## src/rtl/rotate_issue_stage_if.sv

```systemverilog
// Command/result handshake bundle for rotate_issue_stage.
// The master side produces rotate commands and consumes results; the slave side
// is the issue stage itself.
interface rotate_issue_stage_if #(
  parameter int DATA_W = 16,
  parameter int AMT_W  = 4
);
  // Command channel
  logic              in_valid;
  logic              in_ready;
  logic [DATA_W-1:0] in_data;
  logic [AMT_W-1:0]  in_amt;
  logic              in_left;

  // Result channel
  logic              out_valid;
  logic              out_ready;
  logic [DATA_W-1:0] out_data;

  modport master (
    output in_valid, in_data, in_amt, in_left, out_ready,
    input  in_ready, out_valid, out_data
  );

  modport slave (
    input  in_valid, in_data, in_amt, in_left, out_ready,
    output in_ready, out_valid, out_data
  );
endinterface

```

## src/rtl/rotate_issue_stage.sv

```systemverilog
// Sequential front/back end for a combinational rotator: a small command FIFO
// feeds the rotator from its head entry and a registered valid/ready output stage
// captures the rotator result, giving a back-pressurable one-result-per-cycle unit.
module rotate_issue_stage #(
  parameter int DATA_W = 16,
  parameter int AMT_W  = 4,
  parameter int DEPTH  = 4
) (
  input  logic                     clk,
  input  logic                     rst_n,
  rotate_issue_stage_if.slave      bus,
  output logic [DATA_W-1:0]        rot_a,
  output logic [AMT_W-1:0]         rot_k,
  output logic                     rot_left,
  input  logic [DATA_W-1:0]        rot_y,
  output logic [$clog2(DEPTH):0]   count
);

  localparam int PTR_W = $clog2(DEPTH);
  localparam int CNT_W = PTR_W + 1;

  typedef struct packed {
    logic [DATA_W-1:0] data;
    logic [AMT_W-1:0]  amt;
    logic              left;
  } cmd_t;

  cmd_t              mem [DEPTH];
  cmd_t              head;
  logic [PTR_W-1:0]  wr_ptr;
  logic [PTR_W-1:0]  rd_ptr;
  logic              push;
  logic              pop;
  logic              not_empty;
  logic              out_valid_q;
  logic [DATA_W-1:0] out_data_q;

  // NOTE: in_ready is a function of registered occupancy only, so a full FIFO never
  // accepts a command in the same cycle it pops one; this keeps in_ready free of any
  // combinational path from out_ready.
  assign bus.in_ready = rst_n && (count != CNT_W'(DEPTH));
  assign not_empty    = (count != '0);
  assign push         = bus.in_valid && bus.in_ready;
  assign pop          = not_empty && (!out_valid_q || bus.out_ready);

  // Head entry drives the rotator directly; an empty FIFO presents all zeros.
  assign head     = mem[rd_ptr];
  assign rot_a    = not_empty ? head.data : '0;
  assign rot_k    = not_empty ? head.amt  : '0;
  assign rot_left = not_empty ? head.left : 1'b0;

  assign bus.out_valid = out_valid_q;
  assign bus.out_data  = out_data_q;

  // Command storage write on accept.
  // NOTE: the storage array carries no reset; occupancy and pointers alone decide
  // which entries are live, so stale contents after reset are never observed.
  always_ff @(posedge clk) begin
    if (push) begin
      mem[wr_ptr] <= '{data: bus.in_data, amt: bus.in_amt, left: bus.in_left};
    end
  end

  // Pointer and occupancy bookkeeping; pointers wrap naturally because DEPTH is 2^n.
  // NOTE: all sequential state uses non-blocking assignment so every register in the
  // block samples pre-edge values regardless of statement order.
  always_ff @(posedge clk or negedge rst_n) begin
    if (!rst_n) begin
      wr_ptr <= '0;
      rd_ptr <= '0;
      count  <= '0;
    end else begin
      if (push) wr_ptr <= wr_ptr + PTR_W'(1);
      if (pop)  rd_ptr <= rd_ptr + PTR_W'(1);
      case ({push, pop})
        2'b10:   count <= count + CNT_W'(1);
        2'b01:   count <= count - CNT_W'(1);
        default: count <= count;
      endcase
    end
  end

  // Output register: capture the rotator result on pop, drop valid once consumed.
  always_ff @(posedge clk or negedge rst_n) begin
    if (!rst_n) begin
      out_valid_q <= 1'b0;
      out_data_q  <= '0;
    end else if (pop) begin
      out_valid_q <= 1'b1;
      out_data_q  <= rot_y;
    end else if (out_valid_q && bus.out_ready) begin
      out_valid_q <= 1'b0;
    end
  end

endmodule

```

## src/flat_wrapper.sv

```systemverilog
// flat-port wrapper written by rule: the top's interface ports become plain ports
module rotate_issue_stage_flat 
#(
  parameter int DATA_W = 16,
  parameter int AMT_W  = 4,
  parameter int DEPTH  = 4
)
  (clk, rst_n, rot_a, rot_k, rot_left, rot_y, count, bus_in_valid, bus_in_data, bus_in_amt, bus_in_left, bus_out_ready, bus_in_ready, bus_out_valid, bus_out_data);
  rotate_issue_stage_if #(.DATA_W(DATA_W), .AMT_W(AMT_W)) bus_i ();
  input  logic clk;
  input  logic rst_n;
  output logic [DATA_W-1:0] rot_a;
  output logic [AMT_W-1:0] rot_k;
  output logic rot_left;
  input  logic [DATA_W-1:0] rot_y;
  output logic [$clog2(DEPTH):0] count;
  input wire logic [$bits(bus_i.in_valid)-1:0] bus_in_valid;
  input wire logic [$bits(bus_i.in_data)-1:0] bus_in_data;
  input wire logic [$bits(bus_i.in_amt)-1:0] bus_in_amt;
  input wire logic [$bits(bus_i.in_left)-1:0] bus_in_left;
  input wire logic [$bits(bus_i.out_ready)-1:0] bus_out_ready;
  output wire logic [$bits(bus_i.in_ready)-1:0] bus_in_ready;
  output wire logic [$bits(bus_i.out_valid)-1:0] bus_out_valid;
  output wire logic [$bits(bus_i.out_data)-1:0] bus_out_data;
  assign bus_i.in_valid = bus_in_valid;
  assign bus_i.in_data = bus_in_data;
  assign bus_i.in_amt = bus_in_amt;
  assign bus_i.in_left = bus_in_left;
  assign bus_i.out_ready = bus_out_ready;
  assign bus_in_ready = bus_i.in_ready;
  assign bus_out_valid = bus_i.out_valid;
  assign bus_out_data = bus_i.out_data;
  rotate_issue_stage #(.DATA_W(DATA_W), .AMT_W(AMT_W), .DEPTH(DEPTH)) u_core (.clk(clk), .rst_n(rst_n), .bus(bus_i), .rot_a(rot_a), .rot_k(rot_k), .rot_left(rot_left), .rot_y(rot_y), .count(count));
endmodule
```

## config.mk

```make
export PLATFORM = sky130hd
export DESIGN_NAME = rotate_issue_stage_flat
export DESIGN_NICKNAME = d
export VERILOG_FILES = /design/src/rtl/rotate_issue_stage_if.sv /design/src/rtl/rotate_issue_stage.sv /design/src/flat_wrapper.sv
export SDC_FILE = /design/constraint.sdc
export NUM_CORES = 1
export LEC_CHECK = 0
export BUFFER_PORTS_ARGS = -buffer_cell sky130_fd_sc_hd__buf_4
export CAP_MARGIN = 20
export CORE_MARGIN = 2
export CORE_UTILIZATION = 30
export DETAILED_ROUTE_END_ITERATION = 8
export PLACE_DENSITY = 0.45
export SETUP_SLACK_MARGIN = 0.15
export SLEW_MARGIN = 0
export SYNTH_ARGS = -nofsm -noshare
export SYNTH_HDL_FRONTEND = slang
export SYNTH_SLANG_ARGS = --single-unit
```

## constraint.sdc

```tcl
create_clock -name clk -period 2.4 [get_ports clk]
set_input_delay 0.24 -clock clk [delete_from_list [all_inputs] [get_ports clk]]
set_output_delay 0.24 -clock clk [all_outputs]
set_load 0.02 [all_outputs]
```

# After elaboration in Yosys (flattened, before gate mapping)
# Memory sizes are Yosys's and may differ from the RTL's.
# Cells that the tools add are included.
[totals]
output_inout_bits = 42
latchBits = 0
ram_bits = 84
romBits = 0
inputBits = 41
n_memories = 1
reg_bits = 24
wordCells = 30
[memory_table]
columns = ["memory", "words", "width", "read_ports", "rd_clocked_by_memory_dff", "write_ports", "line_no", "rtl"]
rows = [
  ["u_core.mem", 4, 21, 1, 0, 1, "rotate_issue_stage.sv:28", "cmd_t mem [DEPTH];"],
]
[classes]
div_mod_pow = 0
n_mux = 8
n_reduce_logical = 9
shift = 0
multipliers = 0
n_addsub = 4
eq_ne = 3
order_cmp = 0
bitwise_logic = 0
[ops]
columns = ["operator", "count"]
rows = [
  ["$mux 16", 1],
  ["$pmux 3 s2", 1],
  ["$mux 1", 5],
  ["$add 2x1->2 const B", 2],
  ["$logic_and 1x1->1", 4],
  ["$mux 4", 1],
  ["$reduce_bool 2->1", 2],
  ["$add 3x1->3 const B", 1],
  ["$ne 3x3->1 const B", 1],
  ["$reduce_bool 3->1", 1],
  ["$sub 3x1->3 const B", 1],
  ["$eq 2x1->1 const B", 1],
  ["$eq 2x2->1 const B", 1],
  ["$logic_not 1->1", 1],
  ["$logic_or 1x1->1", 1],
]

# Logic depth before layout (Yosys ltp)
# Gate-level depths: netlist of the first run.
[logic_depth]
depth_word = 5
depth_mapped = 10
ltp_nobuf = 9

# Worst setup path after synthesis of the first run
# No wires, ideal clock.
[synth_timing]
path_type = "flip-flop to flip-flop"
start = "register u_core.count[0]"
end = "register u_core.count[2]"
n_path_buf = 2
setup_ps = 80
path_slack_ps = 325
path_stages_with_launch = 11
synth_period_minus_slack_ps = 2075
arrival_time_ps = 1994
required_ps = 2320
path_cell_list = "dfrtp_1 > nor3_4 > nor2b_2 > buf_6 > buf_12 > ha_1 > inv_1 > fa_1 > xor2_1 > nor2_1 > xor2_1"
[synth_via]
elab_cells_between_ends = 11
classes_between = "add/sub: 2; eq/ne: 3; mux: 1; reduce/logical: 5"
[synth_rtl]
columns = ["element", "line_no", "rtl"]
rows = [
  ["from (decl)", "rotate_issue_stage.sv:16", "output logic [$clog2(DEPTH):0] count"],
  ["from (signal assigned)", "rotate_issue_stage.sv:76", "2'b10: count <= count + CNT_W'(1);"],
  ["from (signal assigned)", "rotate_issue_stage.sv:77", "2'b01: count <= count - CNT_W'(1);"],
  ["from (signal assigned)", "rotate_issue_stage.sv:78", "default: count <= count;"],
  ["$reduce_bool 3->1 (*)", "rotate_issue_stage.sv:42", "assign not_empty = (count != '0);"],
  ["$logic_and 1x1->1 (*)", "rotate_issue_stage.sv:44", "assign pop = not_empty && (!out_valid_q || bus.out_ready);"],
  ["via u_core.pop", "rotate_issue_stage.sv:33", "logic pop;"],
  ["$eq 2x1->1 / $eq 2x2->1 (equally long branches)", "rotate_issue_stage.sv:75", "case ({push, pop})"],
  ["$pmux 3 s2 / $reduce_bool 2->1 (equally long branches)", "--", ""],
]
# Mark *: on every way through the listed nets, which the timed path passes. The rest lies on a longest branch.
# A chain may end at the register's enable or synchronous reset.

# Worst setup path in the final report of the first run
[layout_timing]
start = "register u_core.rd_ptr[1]"
end = "output port rot_a[4]"
[layout_via]
elab_chain_len = 2
[layout_rtl]
columns = ["element", "line_no", "rtl"]
rows = [
  ["from (decl)", "rotate_issue_stage.sv:31", "logic [PTR_W-1:0] rd_ptr;"],
  ["from (signal assigned)", "rotate_issue_stage.sv:74", "if (pop) rd_ptr <= rd_ptr + PTR_W'(1);"],
  ["$mem_v2 4x21", "--", ""],
  ["$mux 16", "rotate_issue_stage.sv:48", "assign rot_a = not_empty ? head.data : '0;"],
  ["to (decl)", "flat_wrapper.sv:12", "output logic [DATA_W-1:0] rot_a;"],
]
# Every way passes these cells.

==> results of run 1 <==
## worst max-delay path, cell delays in order, from the launching register on
cell,delay [ns]
dfrtp_1,0.54
buf_4,0.29
mux4_2,0.31
and2b_2,0.20
buf_4,0.15
## final cells by class
class,count,area [sq um],area share [%]
multi-input combinational,86,1070,19.5
sequential,108,3120,56.9
timing repair buffer,98,763,13.9
clock inverter,7,65.1,1.18
clock buffer,9,225,4.10
inverter,6,22.5,0.410
tap,180,225,4.10
## logic make-up (layout without fill, tap and decap cells)
kind of cell               after synthesis  after routing  synth area share (%)
AOI/OAI and AO/OA                        2              2                 0.291
xor gates and xnor gates                 6              6                  1.22
adders and majority gates                6              6                  1.92
buffers and inverters                   15            120                  2.30
DFF                                    108            108                  72.8
muxes                                   39             39                  16.4
and+or+nand+nor                         33             33                  5.07
## per-stage QoR
stage / power [mW] / util (%) / std cells
floorplan: 4.30 / - / 209
global placement: 5.35 / 37.3 / 477
detailed placement: 5.35 / 37.3 / 477
CTS: 6.83 / 39.4 / 494
global route: 7.09 / 39.4 / 494
finish: 6.68 / 39.4 / 494
## final timing paths
check                                           to  slack [ns]
setup / recovery                          rot_a[4]        0.31
hold / removal                   u_core.mem[2][13]        0.09
setup reg to reg                   u_core.count[2]        0.55
hold reg to reg            u_core.bus.out_data[11]        0.52
max in group asynchronous         u_core.rd_ptr[0]        1.66
min in group asynchronous         u_core.rd_ptr[1]        0.48
## report_power, final
part	switching, mW	internal (mW)	leakage (nW)
sequential	0.192	2.36	1.04
combinational	1.35	1.34	0.918
clock	0.703	0.733	0.146
## layout by cell type (no fill, tap or decap), drive strengths merged
cell type	synthesis	final
a21boi	1	1
a21oi	1	1
and2	4	4
and2b	2	2
and3b	1	1
buf	7	97
clkbuf	2	9
clkinv	0	2
dfrtp	24	24
dlygate4sd3	0	1
edfxtp	84	84
fa	1	1
ha	5	5
inv	6	11
mux2	17	17
mux2i	1	1
mux4	21	21
nand2	2	2
nand2b	1	1
nor2	2	2
nor2b	20	20
nor3	1	1
xnor2	2	2
xor2	4	4
## registers in the layout, summed over array words and instances (netlist names)
register,count
u_core.bus.out_data,16
u_core.bus.out_valid,1
u_core.wr_ptr,2
u_core.mem,84
u_core.count,3
u_core.rd_ptr,2
## repair_timing
item                      4_1_cts  5_1_grt
gates resized for setup         0        0
hold endpoints to repair       24        0
hold buffers                    1        0
## per-layer routing
layer / vias up / track usage, %
met5: - / 0
met4: 0 / 4.26
met3: 10 / 3.94
met2: 44 / 17.9
met1: 1108 / 15.4
li1: 995 / -
==> impl_metrics.toml, run 1 <==
[outcome]
status = "finished, final reports clean"

[synth]
synthesis.area_sq_um = 4290
yosysMostFrequentCell = "edfxtp_1"
ys_seq_area_share_pct = 72.8
syn_inst = 209
ys.flop_type = "edfxtp_1"
synthTopCellsByCount = "edfxtp_1, dfrtp_1, mux4_2, nor2b_1, mux2_2"
ys_seq_elements = 108
synthDistinctLibCells = 26
avgSynthCellArea_sq_um = 20.5
synth_top_cell_area_share_pct = 58.8
yosys_warnings = 0
synthArstFlopShare_pct = 22.2
synth_edf_count = 84
yosysTopAreaCell = "edfxtp_1"
syn-num-nets = 256
synthTopCellsByArea = "edfxtp_1, dfrtp_1, mux4_2"

[power_and_ir_drop]
power_density_nw_per_um2 = 1220
ir_worst_vdd_uv = 582
p_leak_nw = 2.10

[timing]
fin_crit_ns = 2.09
period_share_pct = 87.1
finalSetupTns_ns = 0
max_slew_margin_pct = 71.1
fmaxAchievable_ghz = 0.478
fin_skew_ns = 0.00803
finalHoldViolCount = 0
fin_ws_ns = 0.310
rsz0062_at_grt = "no"
setup_violations = 0
worst_pin_slew_ns = 0.434
drv_slew = 0
holdWs_ns = 0.0859

[route]
totalWireLength_um = 8380
drt-met1-wl_um = 3820
wl_met2_um = 4040
postRouteAntennaNets = 0
drtIter0Drc = 110
vias = 2157
met3WireLength_um = 397
highest_layer = "met4"
routedWlPerCell_um = 17.0
drcViolationCount = 0
drtPass1Iterations = 4
avgViaCountPerCell = 4.37

[layout]
fillers = 1268
nNetsFinal = 356
finalInstanceArea_sq_um = 5500
layout-drive-gt1-share_pct = 50.0
area_growth_pct = 28.0
diodes = 0

[floorplan]
die_w_um = 124
ios = 83
die_y_um = 124
rows = 43
dieArea_sq_um = 15300
start_util_pct = 30.8
core_area_sq_um = 13900

[cts]
cts_buffer_depth = 2
htreeDepth = 3
cts_sinks = 108
numCtsBuffers = 9
clkTransAtPathRegs_ns = 0.08
cts-root-buf = "clkbuf_16"
cts_setup_buffers = 0
cts_tree = "yes"
clk_latency_ns = 0.35

[place]
gp_congestion = 0.733
placed_cell_area_sq_um = 5190
place_worst_setup_slack_ns = 0.554
dp_hpwl_um = 5670
port-buffer-count = 82

[critical_path]
reg2reg_depth = 9
end_kind = "primary output"
cp_max_fo = 9
path_class = "reg -> out"
r2r-start = "u_core.count[0]"
cp-start-kind = "register"
required_ns = 2.16
startpoint = "u_core.rd_ptr[1]"
cp.arrival_ns = 1.85

[grt]
grt_max_degree = 26
grt_pass1_wl_um = 12700
antenna_found_initial = 0
grt_pass1_vias = 2274
grtUsageTotal_pct = 11.7
gr-total-overflow = 0

[worst_hold_path]
hold-path-cell-count = 1
min_path_type = "in -> reg"
holdCritStartpoint = "bus_in_data[8]"

[flow_run]
maxCapViolations = 0
Note: power is estimated with default switching activity, not from simulation.
==> inputs of run 2 (changes only) <==
--- a/config.mk
+++ b/config.mk
@@ -7,7 +7,6 @@
 export LEC_CHECK = 0
 export BUFFER_PORTS_ARGS = -buffer_cell sky130_fd_sc_hd__buf_4
 export CAP_MARGIN = 20
-export CORE_MARGIN = 2
 export CORE_UTILIZATION = 30
 export DETAILED_ROUTE_END_ITERATION = 8
 export PLACE_DENSITY = 0.45
==> impl_metrics.toml, run 2 (synthesis results as in run 1) <==
[power_and_ir_drop]
p_sw_share_pct = 31.5
ir_worst_vdd_uv = 387
pwr-share-comb_pct = 39.0
p_leak_nw = 2.11
clockPowerShare_pct = 24.0
power_density_nw_per_um2 = 1250
seqPwrFrac_pct = 37.0
p_int_mw = 4.74
p_switching_mw = 2.18

[critical_path]
path_class = "reg -> out"
cp-start-kind = "register"
r2r_slack_ns = 0.53
cp.arrival_ns = 1.80
reg2reg_depth = 9
end_kind = "primary output"
r2r-start = "u_core.count[0]"
cp_max_fo = 23
regToRegEndpoint = "u_core.count[2]"
required_ns = 2.16

[layout]
final_common_cell = "buf_4"
mostFrequentLayoutCells = "buf_4, edfxtp_1, dfrtp_1"
nNetsFinal = 355
area_growth_pct = 29.1
layout-drive-gt1-share_pct = 49.5
final_util_pct = 39.8
diodes = 0
largest_reg_flops = 84
largest_register = "u_core.mem"

[worst_hold_path]
hold-path-cell-count = 1
min_to = "u_core.mem[1][7]"
holdCritStartpoint = "bus_in_data[2]"
min_path_type = "in -> reg"

[floorplan]
die_y_um = 122
start_util_pct = 30.8
die_w_um = 122
ios = 83
core_area_sq_um = 13900
rows = 43
dieArea_sq_um = 14800

[place]
port-buffer-count = 82
gp_congestion = 0.693
dp_hpwl_um = 5350

[route]
drtIter0Drc = 143
drtPass1Iterations = 4
routedWlPerCell_um = 16.5
vias = 2128
totalWireLength_um = 8130
avgViaCountPerCell = 4.32
drcViolationCount = 0
postRouteAntennaNets = 0

[grt]
gr-total-overflow = 0
grtUsageTotal_pct = 12.0
grt_pass1_vias = 2274
grt_pass1_wl_um = 12600
antenna_found_initial = 0
grt_max_degree = 26

[cts]
cts-root-buf = "clkbuf_16"
clk_latency_ns = 0.34
numCtsBuffers = 9
clkTransAtPathRegs_ns = 0.07
cts_sinks = 108
cts_tree = "yes"
htreeDepth = 3
ctsResizeCount = 0
cts_buffer_depth = 2

[timing]
finalSetupTns_ns = 0
setup_violations = 0
fin_crit_ns = 2.04
finalHoldViolCount = 0
period_share_pct = 85.2
fin_skew_ns = 0.00453
max_slew_margin_pct = 73.9
worst_pin_slew_ns = 0.391
drv_slew = 0
rsz0062_at_grt = "no"
fmaxAchievable_ghz = 0.489

[outcome]
status = "finished, final reports clean"

[flow_run]
maxCapViolations = 0
[run 2: cell count changes in the layout (fill, tap and decap cells not counted)]
cell / change
buf_4: -1
bufinv_16: +3
clkbuf_1: +1
clkinv_2: -1
clkinv_4: -1
clkinvlp_4: +3
inv_6: -2
inv_8: -3
[run 2: routing by layer]
| layer | up-vias | share of wire [%] | track usage [%] | wire [um] |
|---|---|---|---|---|
| met5 | - | 0 | 0 | 0 |
| li1 | 992 | - | - | - |
| met1 | 1085 | 47 | 16.4 | 3810 |
| met3 | 8 | 4.0 | 3.14 | 322 |
| met4 | 0 | 1.6 | 4.86 | 129 |
| met2 | 43 | 48 | 18.3 | 3870 |
[run 2: power by group through the flow]
stage	Clock [mW]	Sequential, mW	Combinational [mW]
after floorplan	0	2.71	1.59
after global placement	0	2.62	2.72
after detailed placement	0	2.63	2.72
after CTS	1.72	2.59	2.72
after global routing	1.79	2.60	2.93
final	1.66	2.56	2.70
[run 2: critical path, cell delays in order, from the launching register on]
cell	delay (ns)
dfrtp_1	0.47
nor3_4	0.23
buf_4	0.34
and2b_2	0.27
buf_4	0.15
[run 2: worst max path at each step]
stage / from / to / slack (ns) / depth (start not counted)
after global routing: u_core.count[2] / rot_a[12] / 0.24 / 4
after detailed placement: u_core.count[0] / u_core.count[2] / 0.53 / 9
after global placement: u_core.count[0] / u_core.count[2] / 0.57 / 9
after CTS: u_core.rd_ptr[0] / rot_a[4] / 0.19 / 4
after floorplan: u_core.count[0] / u_core.count[2] / 0.33 / 10
final: u_core.count[2] / rot_a[12] / 0.36 / 4
[run 2: per-stage QoR]
stage / hold slack [ns] / area, sq um / cells / worst slack, ns / power (mW)
3_5_place_dp: 0.287 / 5180 / 475 / 0.526 / 5.35
2_1_floorplan: -0.0556 / 4290 / 209 / 0.325 / 4.30
5_1_grt: 0.0804 / 5540 / 493 / 0.242 / 7.32
3_3_place_gp: 0.291 / 5180 / 475 / 0.570 / 5.34
4_1_cts: 0.0804 / 5530 / 492 / 0.191 / 7.03
6_report: 0.0956 / 5540 / 493 / 0.356 / 6.92
[run 2: what timing repair did]
action,CTS,global route
hold buffers,1,0
endpoints found under the hold margin,24,0
setup endpoints to repair,0,2
setup buffers,0,1
[run 2: final cells by class]
type,count,area (sq um)
fill,1279,8400
sequential,108,3120
multi-input combinational,86,1070
timing repair buffer,97,756
clock buffer,10,229
tap,180,225
clock inverter,6,113
inverter,6,22.5
